<file path="src/rtl/alarm_state_controller.sv">
// Arm/entry/alarm/disarm sequencer for the Disarm-Alarm board. Drives the RGB
// colour code plus countdown, alarm and remaining-tries status.
module alarm_state_controller #(
   parameter int unsigned TICK_CYCLES = 50_000_000,
   parameter int unsigned EXIT_S      = 10,
   parameter int unsigned ENTRY_S     = 15,
   parameter int unsigned GREEN_S     = 3,
   parameter logic [15:0] CODE        = 16'h1234,
   parameter int unsigned MAX_TRIES   = 3
) (
   input  logic       clk,
   input  logic       rst,
   input  logic       btn_arm,
   input  logic       sensor,
   input  logic       key_valid,
   input  logic [3:0] key_digit,
   input  logic       key_clear,
   output logic [2:0] input_color,
   output logic       alarm_active,
   output logic [7:0] sec_left,
   output logic [3:0] tries_left
);

   // State encoding doubles as the colour code sent to the RGB controller.
   typedef enum logic [2:0] {
      S_IDLE     = 3'b001,
      S_EXIT     = 3'b010,
      S_ARMED    = 3'b011,
      S_ALARM    = 3'b100,
      S_ENTRY    = 3'b101,
      S_DISARMED = 3'b110
   } state_t;

   localparam int unsigned   PW       = (TICK_CYCLES > 1) ? $clog2(TICK_CYCLES) : 1;
   localparam logic [PW-1:0] PRE_LAST = PW'(TICK_CYCLES - 1);

   state_t         state_q, state_d;
   logic [PW-1:0]  pre_q, pre_d;
   logic [7:0]     sec_q, sec_d;
   logic [3:0]     tries_q, tries_d;
   logic [1:0]     cnt_q, cnt_d;
   logic [11:0]    buf_q, buf_d;
   logic           alarm_q, alarm_d;

   logic tick, timed, expiry, code_active, digit_ok, code_done, code_ok, code_bad, trans;

   assign tick        = (pre_q == PRE_LAST);
   assign timed       = (state_q == S_EXIT) || (state_q == S_ENTRY) || (state_q == S_DISARMED);
   assign expiry      = timed && tick && (sec_q == 8'd1);
   assign code_active = (state_q == S_EXIT) || (state_q == S_ARMED) ||
                        (state_q == S_ENTRY) || (state_q == S_ALARM);
   assign digit_ok    = code_active && key_valid && !key_clear && (key_digit <= 4'd9);
   assign code_done   = digit_ok && (cnt_q == 2'd3);
   assign code_ok     = code_done && ({buf_q, key_digit} == CODE);
   assign code_bad    = code_done && !code_ok;

   // NOTE: every always_comb output gets a default first so no latch is inferred.
   always_comb begin
      state_d = state_q;
      if (code_ok) begin
         state_d = S_DISARMED;
      end else if (code_bad && (tries_q == 4'd1) && (state_q != S_ALARM)) begin
         state_d = S_ALARM;
      end else begin
         case (state_q)
            S_IDLE:     if (btn_arm) state_d = S_EXIT;
            S_EXIT:     if (expiry)  state_d = S_ARMED;
            S_ARMED:    if (sensor)  state_d = S_ENTRY;
            S_ENTRY:    if (expiry)  state_d = S_ALARM;
            S_DISARMED: if (expiry)  state_d = S_IDLE;
            S_ALARM:    state_d = S_ALARM;
            default:    state_d = S_IDLE;
         endcase
      end
   end

   assign trans = (state_d != state_q);

   always_comb begin
      pre_d   = (trans || tick) ? '0 : pre_q + 1'b1;
      sec_d   = sec_q;
      tries_d = tries_q;
      cnt_d   = cnt_q;
      buf_d   = buf_q;
      alarm_d = (state_d == S_ALARM);

      if (trans) begin
         case (state_d)
            S_EXIT:     sec_d = 8'(EXIT_S);
            S_ENTRY:    sec_d = 8'(ENTRY_S);
            S_DISARMED: sec_d = 8'(GREEN_S);
            default:    sec_d = 8'd0;
         endcase
      end else if (timed && tick) begin
         sec_d = sec_q - 8'd1;
      end

      if (trans && ((state_d == S_IDLE) || (state_d == S_DISARMED))) begin
         tries_d = 4'(MAX_TRIES);
      end else if (code_bad && (tries_q != 4'd0)) begin
         tries_d = tries_q - 4'd1;
      end

      // Clear beats a simultaneous digit; outside code-entry states the count stays 0.
      if (!code_active || key_clear) begin
         cnt_d = 2'd0;
      end else if (digit_ok) begin
         cnt_d = code_done ? 2'd0 : cnt_q + 2'd1;
         buf_d = {buf_q[7:0], key_digit};
      end
   end

   // NOTE: sequential state uses non-blocking assignments only.
   always_ff @(posedge clk or posedge rst) begin
      if (rst) begin
         state_q <= S_IDLE;
         pre_q   <= '0;
         sec_q   <= 8'd0;
         tries_q <= 4'(MAX_TRIES);
         cnt_q   <= 2'd0;
         buf_q   <= 12'd0;
         alarm_q <= 1'b0;
      end else begin
         state_q <= state_d;
         pre_q   <= pre_d;
         sec_q   <= sec_d;
         tries_q <= tries_d;
         cnt_q   <= cnt_d;
         buf_q   <= buf_d;
         alarm_q <= alarm_d;
      end
   end

   assign input_color  = state_q;
   assign alarm_active = alarm_q;
   assign sec_left     = sec_q;
   assign tries_left   = tries_q;

endmodule

</file>
<file path="config.mk">
export PLATFORM = sky130hd
export DESIGN_NAME = alarm_state_controller
export DESIGN_NICKNAME = d
export VERILOG_FILES = /design/src/rtl/alarm_state_controller.sv
export SDC_FILE = /design/constraint.sdc
export NUM_CORES = 1
export LEC_CHECK = 0
export ABC_CLOCK_PERIOD_IN_PS = 2400
export CORE_AREA = 3 3 63 108
export DETAILED_ROUTE_END_ITERATION = 8
export DIE_AREA = 0 0 66 111
export PLACE_DENSITY = 0.84
export SLEW_MARGIN = 0
export SYNTH_ARGS = -nofsm -noshare
export SYNTH_HDL_FRONTEND = slang
export SYNTH_SLANG_ARGS = --single-unit
</file>
<file path="constraint.sdc">
create_clock -name clk -period 2.4 [get_ports clk]
set_clock_uncertainty 0.1 [all_clocks]
set_input_delay 0.36 -clock clk [delete_from_list [all_inputs] [get_ports clk]]
set_output_delay 0.36 -clock clk [all_outputs]
set_load 0.01 [all_outputs]
</file>
==> flow_summary.toml, run 1 <==
[critical_path]
critPathMaxFanout = 10
critical_path.endpoint_type = "register"
crit_family = "compound AO/OA/AOI/OAI gates"
critPathKind = "input port to register"
r2r_slack_ns = -0.05
cp.required_ns = 2.56
startpoint_type = "input port"
cp_num_buf_inv = 2
critPathArrivalTime_ns = 2.61
cp_slowest_cell = "clkdlybuf4s50_1"
critical-path-max-stage-delay_ns = 0.45
cp_cell_sequence = "clkdlybuf4s50_1 -> nor4bb_1 -> nand4_1 -> a21o_1 -> a222oi_1 -> o211ai_2 -> a21o_4 -> buf_12 -> nor2_1"

[global_routing]
antenna_found_initial = 0
grt_overflow = 0
grt_pass1_vias = 2577
track_usage_pct = 20.1
grt_first_pass_wirelength_mm = 11.6
grt_max_degree = 57

[clocking]
clkTransAtPathRegs_ns = 0.10
h-tree-depth = 2
cts_max_path_buffers = 2
numCtsBuffers = 5
clock_sinks = 56
cts_root_buffer = "clkbuf_8"
cts_tree = "done"
clk_latency_ns = 0.32

[yosys]
synth_top_cells_by_count = "dfrtp_1 (53), nor2_1 (41), nand2_1 (23), inv_1 (18), xnor2_1 (18)"
yosysSeqAreaShare_pct = 45.7
syn_area_mm2 = 0.00308
ys_top_cells_by_area = "dfrtp_1 (43%), xnor2_1 (5.1%), nor2_1 (5.0%)"
yosys_most_used_dff = "dfrtp_1"
syn_inst = 304
synth-edff-count = 0
ys_types = 54
yosysMostFrequentCell = "dfrtp_1"
ys_warn_count = 0
ys_ff_latch = 56
ys_async_sr_fraction_pct = 100
synth_largest_area_cell = "dfrtp_1"
synth_top_area_share_pct = 43.1
synth_nets = 321
syn-mean-instance-area_um2 = 10.1

[floorplan]
dieArea_mm2 = 0.00733
coreArea_mm2 = 0.00597
die_y_um = 111
io_pins = 26
initial_core_util_pct = 51.5
die_w_um = 66
num_rows = 37

[cells_and_area]
layout-drive-gt1-share_pct = 31.3
fillCellCount = 429
finish.utilization_pct = 68.2
syn_to_final_growth_pct = 32.4
final_net_count = 399
antenna_cells = 0
postLayoutCellArea_mm2 = 0.00407
finalNonFillerCells = 461

[placement]
routabilityCongestion = 1.01
place.port_buffers = 25
dp.final_hpwl_mm = 5.18
post_dp_cell_area_mm2 = 0.00375
dpl.cell_count = 445

[drt]
ant_nets = 0
drc = 0
post_drt_via_cell_ratio = 5.50
firstDrtPassIters = 4
wirelength_mm = 7.27
drtIter0Drc = 108
wl_per_cell_um = 15.8
dr_total_vias = 2537

[power]
ir_drop_uv = 404
p_per_area_mw_per_mm2 = 552
p_leak_uw = 0.00177

[timing]
hold_violations = 0
setup_slack_ns = -0.0465
finalCritPeriodShare_pct = 102
fmax_mhz = 409
slew_headroom_pct = 65.8
slew_violations = 0
worstMarginPinSlew_ns = 0.507
setup_viol = 28
min_period_ns = 2.45
rsz0062_at_grt = "true"

[outcome]
status = "finished with violations"
violations = "negative setup slack"

[hold_path]
hp-class = "input port to asynchronous set/reset pin"

[job]
maxCapViolCount = 0
[layer usage]
layer  vias up  GRT usage (%)  part of all wire (%)
met5         -              0                     0
met4         0           7.73                   3.5
li1       1212              -                     -
met2        60           38.5                    58
met3        20           3.75                   3.2
met1      1245           20.3                    36
[report_power, final]
part           total, uW  leakage [uW]  internal [uW]  switching [uW]
logic                507       0.00102            280             228
clock network        544     0.0000487            213             331
registers           1200      0.000706           1080             121
total               2250       0.00177           1570             680
[kinds of logic (layout without fill, tap and decap cells)]
kind of cell,after synthesis,count (layout),synth area share (%)
xor+xnor,35,35,9.96
simple gates,138,138,25.7
flops,56,56,45.7
buf+inv,24,103,3.54
compound gates,32,32,8.01
mux,12,12,4.35
fa+ha+maj,7,7,2.85
[through the flow]
| stage | TNS, ns | setup slack, ns | hold slack (ns) | power, uW |
|---|---|---|---|---|
| CTS | -0.0299 | -0.0137 | 0.299 | 2210 |
| global route | -5.84 | -0.204 | 0.315 | 2370 |
| floorplan | 0 | 0.0163 | 0.360 | 1430 |
| finish | -0.774 | -0.0465 | 0.290 | 2250 |
| detailed placement | -12.02 | -0.391 | 0.388 | 1640 |
| global placement | -7.84 | -0.277 | 0.390 | 1610 |
[flip-flops by register name, summed over array words and instances (netlist names)]
register	flops
alarm_active	1
input_color	3
cnt_q	2
tries_left	4
pre_q	26
sec_left	8
buf_q	12
[cell type report]
cell class	count	area (um^2)	share of cell area (%)
Clock buffer	5	68.8	1.69
Clock inverter	3	26.3	0.645
Inverter	18	67.6	1.66
Multi-Input combinational cell	224	1710	41.9
Sequential cell	56	1410	34.5
Tap cell	78	97.6	2.40
Timing Repair Buffer	77	703	17.3
[cell usage in the layout (no fill, tap or decap), drive strengths merged, types with 2 or more instances in the layout]
cell type / n
a211oi: 3
nor4bb: 3
nand3: 8
o21ai: 5
inv: 19
xor2: 17
o211ai: 4
and3: 5
or2: 2
a31oi: 4
nor2: 52
clkinv: 2
mux2: 11
nor4b: 6
o21a: 2
dfstp: 3
and4: 2
ha: 7
a21o: 3
buf: 51
nor3: 6
nand2b: 5
xnor2: 18
nor4: 5
or3: 4
clkbuf: 6
clkdlybuf4s50: 25
nand2: 23
dfrtp: 53
nand4: 9
a21oi: 5
[worst register-to-register path: cells and delay by family, from the launching register on]
kind	cells	cell delay [ns]
AOI/OAI and AO/OA	4	0.97
buffers and inverters	2	0.31
and+or+nand+nor	3	0.59
DFF	1	0.40
[path summary, 6_finish.rpt]
| check | start | to | cells past startpoint |
|---|---|---|---|
| min in group clk | buf_q[8] | buf_q[8] | 1 |
| setup / recovery | key_digit[1] | pre_q[9] | 9 |
| hold / removal | rst | pre_q[21] | 3 |
| max in group asynchronous | rst | input_color[0] | 3 |
| setup reg to reg | buf_q[6] | pre_q[9] | 9 |
| hold reg to reg | buf_q[8] | buf_q[8] | 1 |
[repair_timing]
| action | 4_1_cts | 5_1_grt |
|---|---|---|
| pin swaps | 7 | 16 |
| buffers inserted | 3 | 4 |
| hold buffers | 0 | 0 |
| setup endpoints to repair | 38 | 36 |
| cloned | 0 | 1 |
| gates resized for setup | 12 | 27 |
Note: power is estimated with default switching activity, not from simulation.
==> run 2: changes to the inputs <==
Settings changed: CORE_AREA 3 3 63 108 to 3 3 67 116, DIE_AREA 0 0 66 111 to 0 0 70 119, PLACE_DENSITY 0.84 to 0.75.
==> run 2 against run 1 <==
The flow now finishes without violations. Maximum frequency is 3.0% higher. Count of clock-buffer cells in the layout stayed put. Final cell count stayed put. Register-to-register slack better by 0.07 ns. Global-route usage is 3.6 points lower. Worst hold slack better by 0.037 ns. Via count is 4.5% lower. Die area is 14% higher. Largest power group unchanged. Highest routed layer unchanged.
==> flow_summary.toml, run 2 (synthesis gave the netlist of run 1 again) <==
[clocking]
ctsHoldBuffers = 0
numCtsBuffers = 5
cts_tree = "done"
cts_root_buffer = "clkbuf_16"
clock_sinks = 56
clk_latency_ns = 0.30
h-tree-depth = 2
clkTransAtPathRegs_ns = 0.07
cts_max_path_buffers = 2

[critical_path]
cp_cell_sequence = "ha_2 -> nand4_1 -> nor3_4 -> o211ai_4 -> or4_4 -> or3_4 -> xor2_2 -> nor2_2"
r2r_cells = 8
critical-path-max-stage-delay_ns = 0.45
critPathArrivalTime_ns = 2.47
path_depth = 8
critical_path.endpoint_type = "register"
cp_slowest_cell = "or4_4"
critPathMaxFanout = 5
startpoint_type = "register"
crit_start = "pre_q[1]"
crit_family = "simple AND/OR/NAND/NOR gates"
critPathKind = "register to register"
cp_num_buf_inv = 0
r2r-start = "pre_q[1]"
cp.required_ns = 2.49

[hold_path]
hp-class = "input port to asynchronous set/reset pin"

[floorplan]
initial_core_util_pct = 44.6
dieArea_mm2 = 0.00833
io_pins = 26
die_y_um = 119
coreArea_mm2 = 0.00691
die_w_um = 70
num_rows = 40

[cells_and_area]
syn_to_final_growth_pct = 32.0
seqCellArea_mm2 = 0.00141
final_cell_mix = "dfrtp_1 (53), buf_4 (42), nor2_1 (31)"
finalNonFillerCells = 461
fillCellCount = 580
multiInputGateArea_mm2 = 0.00168
antenna_cells = 0
final_common_cell = "dfrtp_1"
layout-drive-gt1-share_pct = 29.7
top_register = "pre_q"
largest_register_ffs = 26
final_net_count = 393

[timing]
final.setup.tns_ns = 0
hold_violations = 0
min_period_ns = 2.38
fmax_mhz = 421
slew_headroom_pct = 59.8
rsz0062_at_grt = "true"
slew_violations = 0
setup_viol = 0
worstMarginPinSlew_ns = 0.597
finalCritPeriodShare_pct = 99.0

[global_routing]
track_usage_pct = 16.5
grt_first_pass_wirelength_mm = 11.0
antenna_found_initial = 0
grt_pass1_vias = 2457
grt_max_degree = 57
grt_overflow = 0

[power]
p_leak_uw = 0.00179
pwr-share-seq_pct = 47.3
switching_share_pct = 26.5
p_per_area_mw_per_mm2 = 616
ir_drop_uv = 427
clock_power_share_pct = 33.5
p_switching_uw = 664
intPower_uw = 1840
p_comb_share_pct = 19.2
power_uw = 2500

[job]
maxCapViolCount = 0

[placement]
routabilityCongestion = 0.946
dpl.cell_count = 451
place.port_buffers = 25
dp.final_hpwl_mm = 5.10

[drt]
wirelength_mm = 6.82
firstDrtPassIters = 4
post_drt_via_cell_ratio = 5.25
drtIter0Drc = 114
wl_per_cell_um = 14.8
ant_nets = 0
drc = 0
dr_total_vias = 2422

[outcome]
status = "finished, final reports clean"
==> run 2: cell types whose count changed in the layout (fill, tap and decap cells not counted), moves of 2 or more <==
cell / change
clkbuf_16: +4
nor2_4: -5
buf_4: -4
ha_1: -2
ha_2: +2
nor2_1: +6
clkinv_4: -2
clkbuf_8: -5
==> run 2: routing by layer <==
metal	wire, um	vias up	GRT usage, %
met3	169	13	3.13
li1	-	1192	-
met1	2490	1181	16.3
met5	0	-	0
met2	3950	36	31.8
met4	209	0	7.91
==> run 2: tightest hold or removal path, cell delays in order <==
cell,delay (ns)
clkdlybuf4s50_1,0.42
inv_2,0.07
buf_12,0.26
==> run 2: per-stage QoR <==
stage | instance area, um^2 | hold slack [ns] | setup slack (ns) | utilization [%]
after global routing | 4060 | 0.371 | -0.0843 | 58.8
after floorplan | 3080 | 0.360 | 0.0163 | -
after global placement | 3750 | 0.388 | -0.364 | 54.3
after CTS | 3970 | 0.349 | -0.0102 | 57.5
final | 4060 | 0.327 | 0.0237 | 58.8
after detailed placement | 3750 | 0.395 | -0.430 | 54.3
==> run 2: final timing paths <==
kind / slack, ns / end
max in group asynchronous: 1.57 / input_color[0]
min: 0.33 / tries_left[3]
max: 0.02 / sec_left[5]
min reg2reg: 0.41 / buf_q[8]
min in group clk: 0.41 / buf_q[8]
max reg2reg: 0.02 / sec_left[5]
==> run 2: area by class of cell <==
| class | count | share of cell area [%] |
|---|---|---|
| inverters | 18 | 1.66 |
| multi-input cells | 224 | 41.3 |
| well taps | 84 | 2.59 |
| flip-flops and latches | 56 | 34.6 |
| repair buffers | 71 | 15.6 |
| clock inverters | 3 | 1.14 |
| clock buffers | 5 | 3.08 |
==> run 2: repair_timing <==
action | CTS | global route
setup endpoints to repair | 39 | 33
buffers inserted | 1 | 1
resized for setup | 10 | 23
pin swaps | 9 | 5
==> run 2: power groups by stage <==
stage	clock, uW	combinational, uW	sequential (uW)
6_report	838	480	1180
5_1_grt	895	530	1210
4_1_cts	860	443	1190
3_5_place_dp	0	432	1200
3_3_place_gp	0	416	1190
2_1_floorplan	0	237	1190
==> run 3: changes to the inputs <==
Settings changed: CORE_AREA 3 3 67 116 to 3 3 74 104, CTS_BUF_LIST set to sky130_fd_sc_hd__clkbuf_8, DIE_AREA 0 0 70 119 to 0 0 77 107, PLACE_DENSITY 0.75 to 0.76, TNS_END_PERCENT set to 50.
==> run 3 against run 2 <==
The flow now finishes with violations (negative setup slack). Count of clock-buffer cells in the layout stayed put. Flip-flop and latch count unchanged. Combinational power shrank 18%. Critical path type unchanged. Largest cell class unchanged. Largest power group unchanged.
==> flow_summary.toml, run 3 (synthesis gave the netlist of run 1 again) <==
[critical_path]
critPathArrivalTime_ns = 2.51
cp_slowest_cell = "or4_4"
startpoint_type = "register"
cp_num_buf_inv = 0
crit_family = "simple AND/OR/NAND/NOR gates"
critPathKind = "register to register"
critical-path-max-stage-delay_ns = 0.44
cp.required_ns = 2.50
critPathMaxFanout = 5
critical_path.endpoint_type = "register"
cp_cell_sequence = "ha_1 -> nand4_1 -> nor3_4 -> o211ai_4 -> or4_4 -> or3_1 -> xor2_1 -> nor2_2"

[cells_and_area]
layout-drive-gt1-share_pct = 25.7
largest_register_ffs = 26
syn_to_final_growth_pct = 27.1
top_register = "pre_q"
antenna_cells = 0
final_cell_mix = "dfrtp_1 (53), nor2_1 (37), buf_4 (37)"
finalNonFillerCells = 468
postLayoutCellArea_mm2 = 0.00391
final_net_count = 389
final_common_cell = "dfrtp_1"

[timing]
finalCritPeriodShare_pct = 101
min_period_ns = 2.41
setup_slack_ns = -0.0133
slew_violations = 0
fmax_mhz = 414
hold_violations = 0
worstMarginPinSlew_ns = 0.582
setup_viol = 1
slew_headroom_pct = 60.8
rsz0062_at_grt = "true"
fin_hold_ws_ns = 0.317

[power]
ir_drop_uv = 218
p_leak_uw = 0.00174
power_uw = 2080
p_per_area_mw_per_mm2 = 531

[clocking]
numCtsBuffers = 5
cts_max_path_buffers = 2
cts_root_buffer = "clkbuf_8"
clock_sinks = 56
cts_tree = "done"
ctsHoldBuffers = 0
clkTransAtPathRegs_ns = 0.09
clk_latency_ns = 0.30
h-tree-depth = 2

[global_routing]
grt_overflow = 0
track_usage_pct = 16.8
grt_max_degree = 57
antenna_found_initial = 0
grt_pass1_vias = 2523
grt_first_pass_wirelength_mm = 11.3

[floorplan]
die_w_um = 77
initial_core_util_pct = 44.7
num_rows = 36
dieArea_mm2 = 0.00824
io_pins = 26
coreArea_mm2 = 0.00689
die_y_um = 107

[placement]
routabilityCongestion = 0.878
post_dp_cell_area_mm2 = 0.00371
place.port_buffers = 25
dp.final_hpwl_mm = 4.75
place_ws_ns = -0.378
dpl.cell_count = 455

[hold_path]
hp-class = "input port to asynchronous set/reset pin"

[drt]
drtIter0Drc = 107
post_drt_via_cell_ratio = 5.18
wl_per_cell_um = 14.0
dr_total_vias = 2426
wirelength_mm = 6.54
firstDrtPassIters = 4
ant_nets = 0
drc = 0

[outcome]
violations = "negative setup slack"
status = "finished with violations"

[job]
maxCapViolCount = 0
==> run 3: routing by layer <==
metal  global-route usage, %  vias up  wire [um]
met3                    3.19       10        182
met4                    5.47        0        134
met1                    18.5     1190       2610
met5                       0        -          0
met2                    32.1       39       3610
li1                        -     1187          -
==> run 3: where the power goes <==
| group | switching (uW) | internal [uW] |
|---|---|---|
| Clock | 287 | 197 |
| Sequential | 120 | 1080 |
| Combinational | 175 | 221 |
| Total | 582 | 1500 |
==> run 3: stage by stage <==
stage	TNS [ns]	util [%]
4_1_cts	-0.0459	55.4
3_3_place_gp	-10.37	53.8
6_report	-0.0133	56.8
3_5_place_dp	-11.97	53.8
2_1_floorplan	0	-
5_1_grt	-3.49	56.8
==> run 3: cell type report <==
class | count | area [um^2]
Clock buffer | 5 | 68.8
Multi-Input combinational cell | 224 | 1620
Tap cell | 95 | 119
Clock inverter | 3 | 12.5
Sequential cell | 56 | 1410
Inverter | 18 | 67.6
Fill cell | 599 | 2980
Timing Repair Buffer | 67 | 618
==> run 3: what timing repair did <==
| item | 4_1_cts | 5_1_grt |
|---|---|---|
| pin swaps | 2 | 2 |
| setup endpoints to repair | 28 | 39 |
| buffers inserted | 1 | 2 |
| cloned | 0 | 2 |
| resized for setup | 4 | 10 |
| endpoints found under the hold margin | 0 | 0 |
==> run 3: path summary, 6_finish.rpt <==
kind                       depth (start not counted)             end  slack (ns)          from
setup / recovery                                   8     sec_left[5]       -0.01      pre_q[1]
hold / removal                                     3       pre_q[22]        0.32           rst
setup reg to reg                                   8     sec_left[5]       -0.01      pre_q[1]
hold reg to reg                                    1        buf_q[8]        0.42      buf_q[8]
max in group asynchronous                          3  input_color[0]        1.60           rst
min in group clk                                   3        buf_q[1]        0.32  key_digit[1]
==> run 3: tightest hold or removal path, stage by stage <==
cell and delay, ns:
clkdlybuf4s50_1 0.41, inv_2 0.07, buf_12 0.27
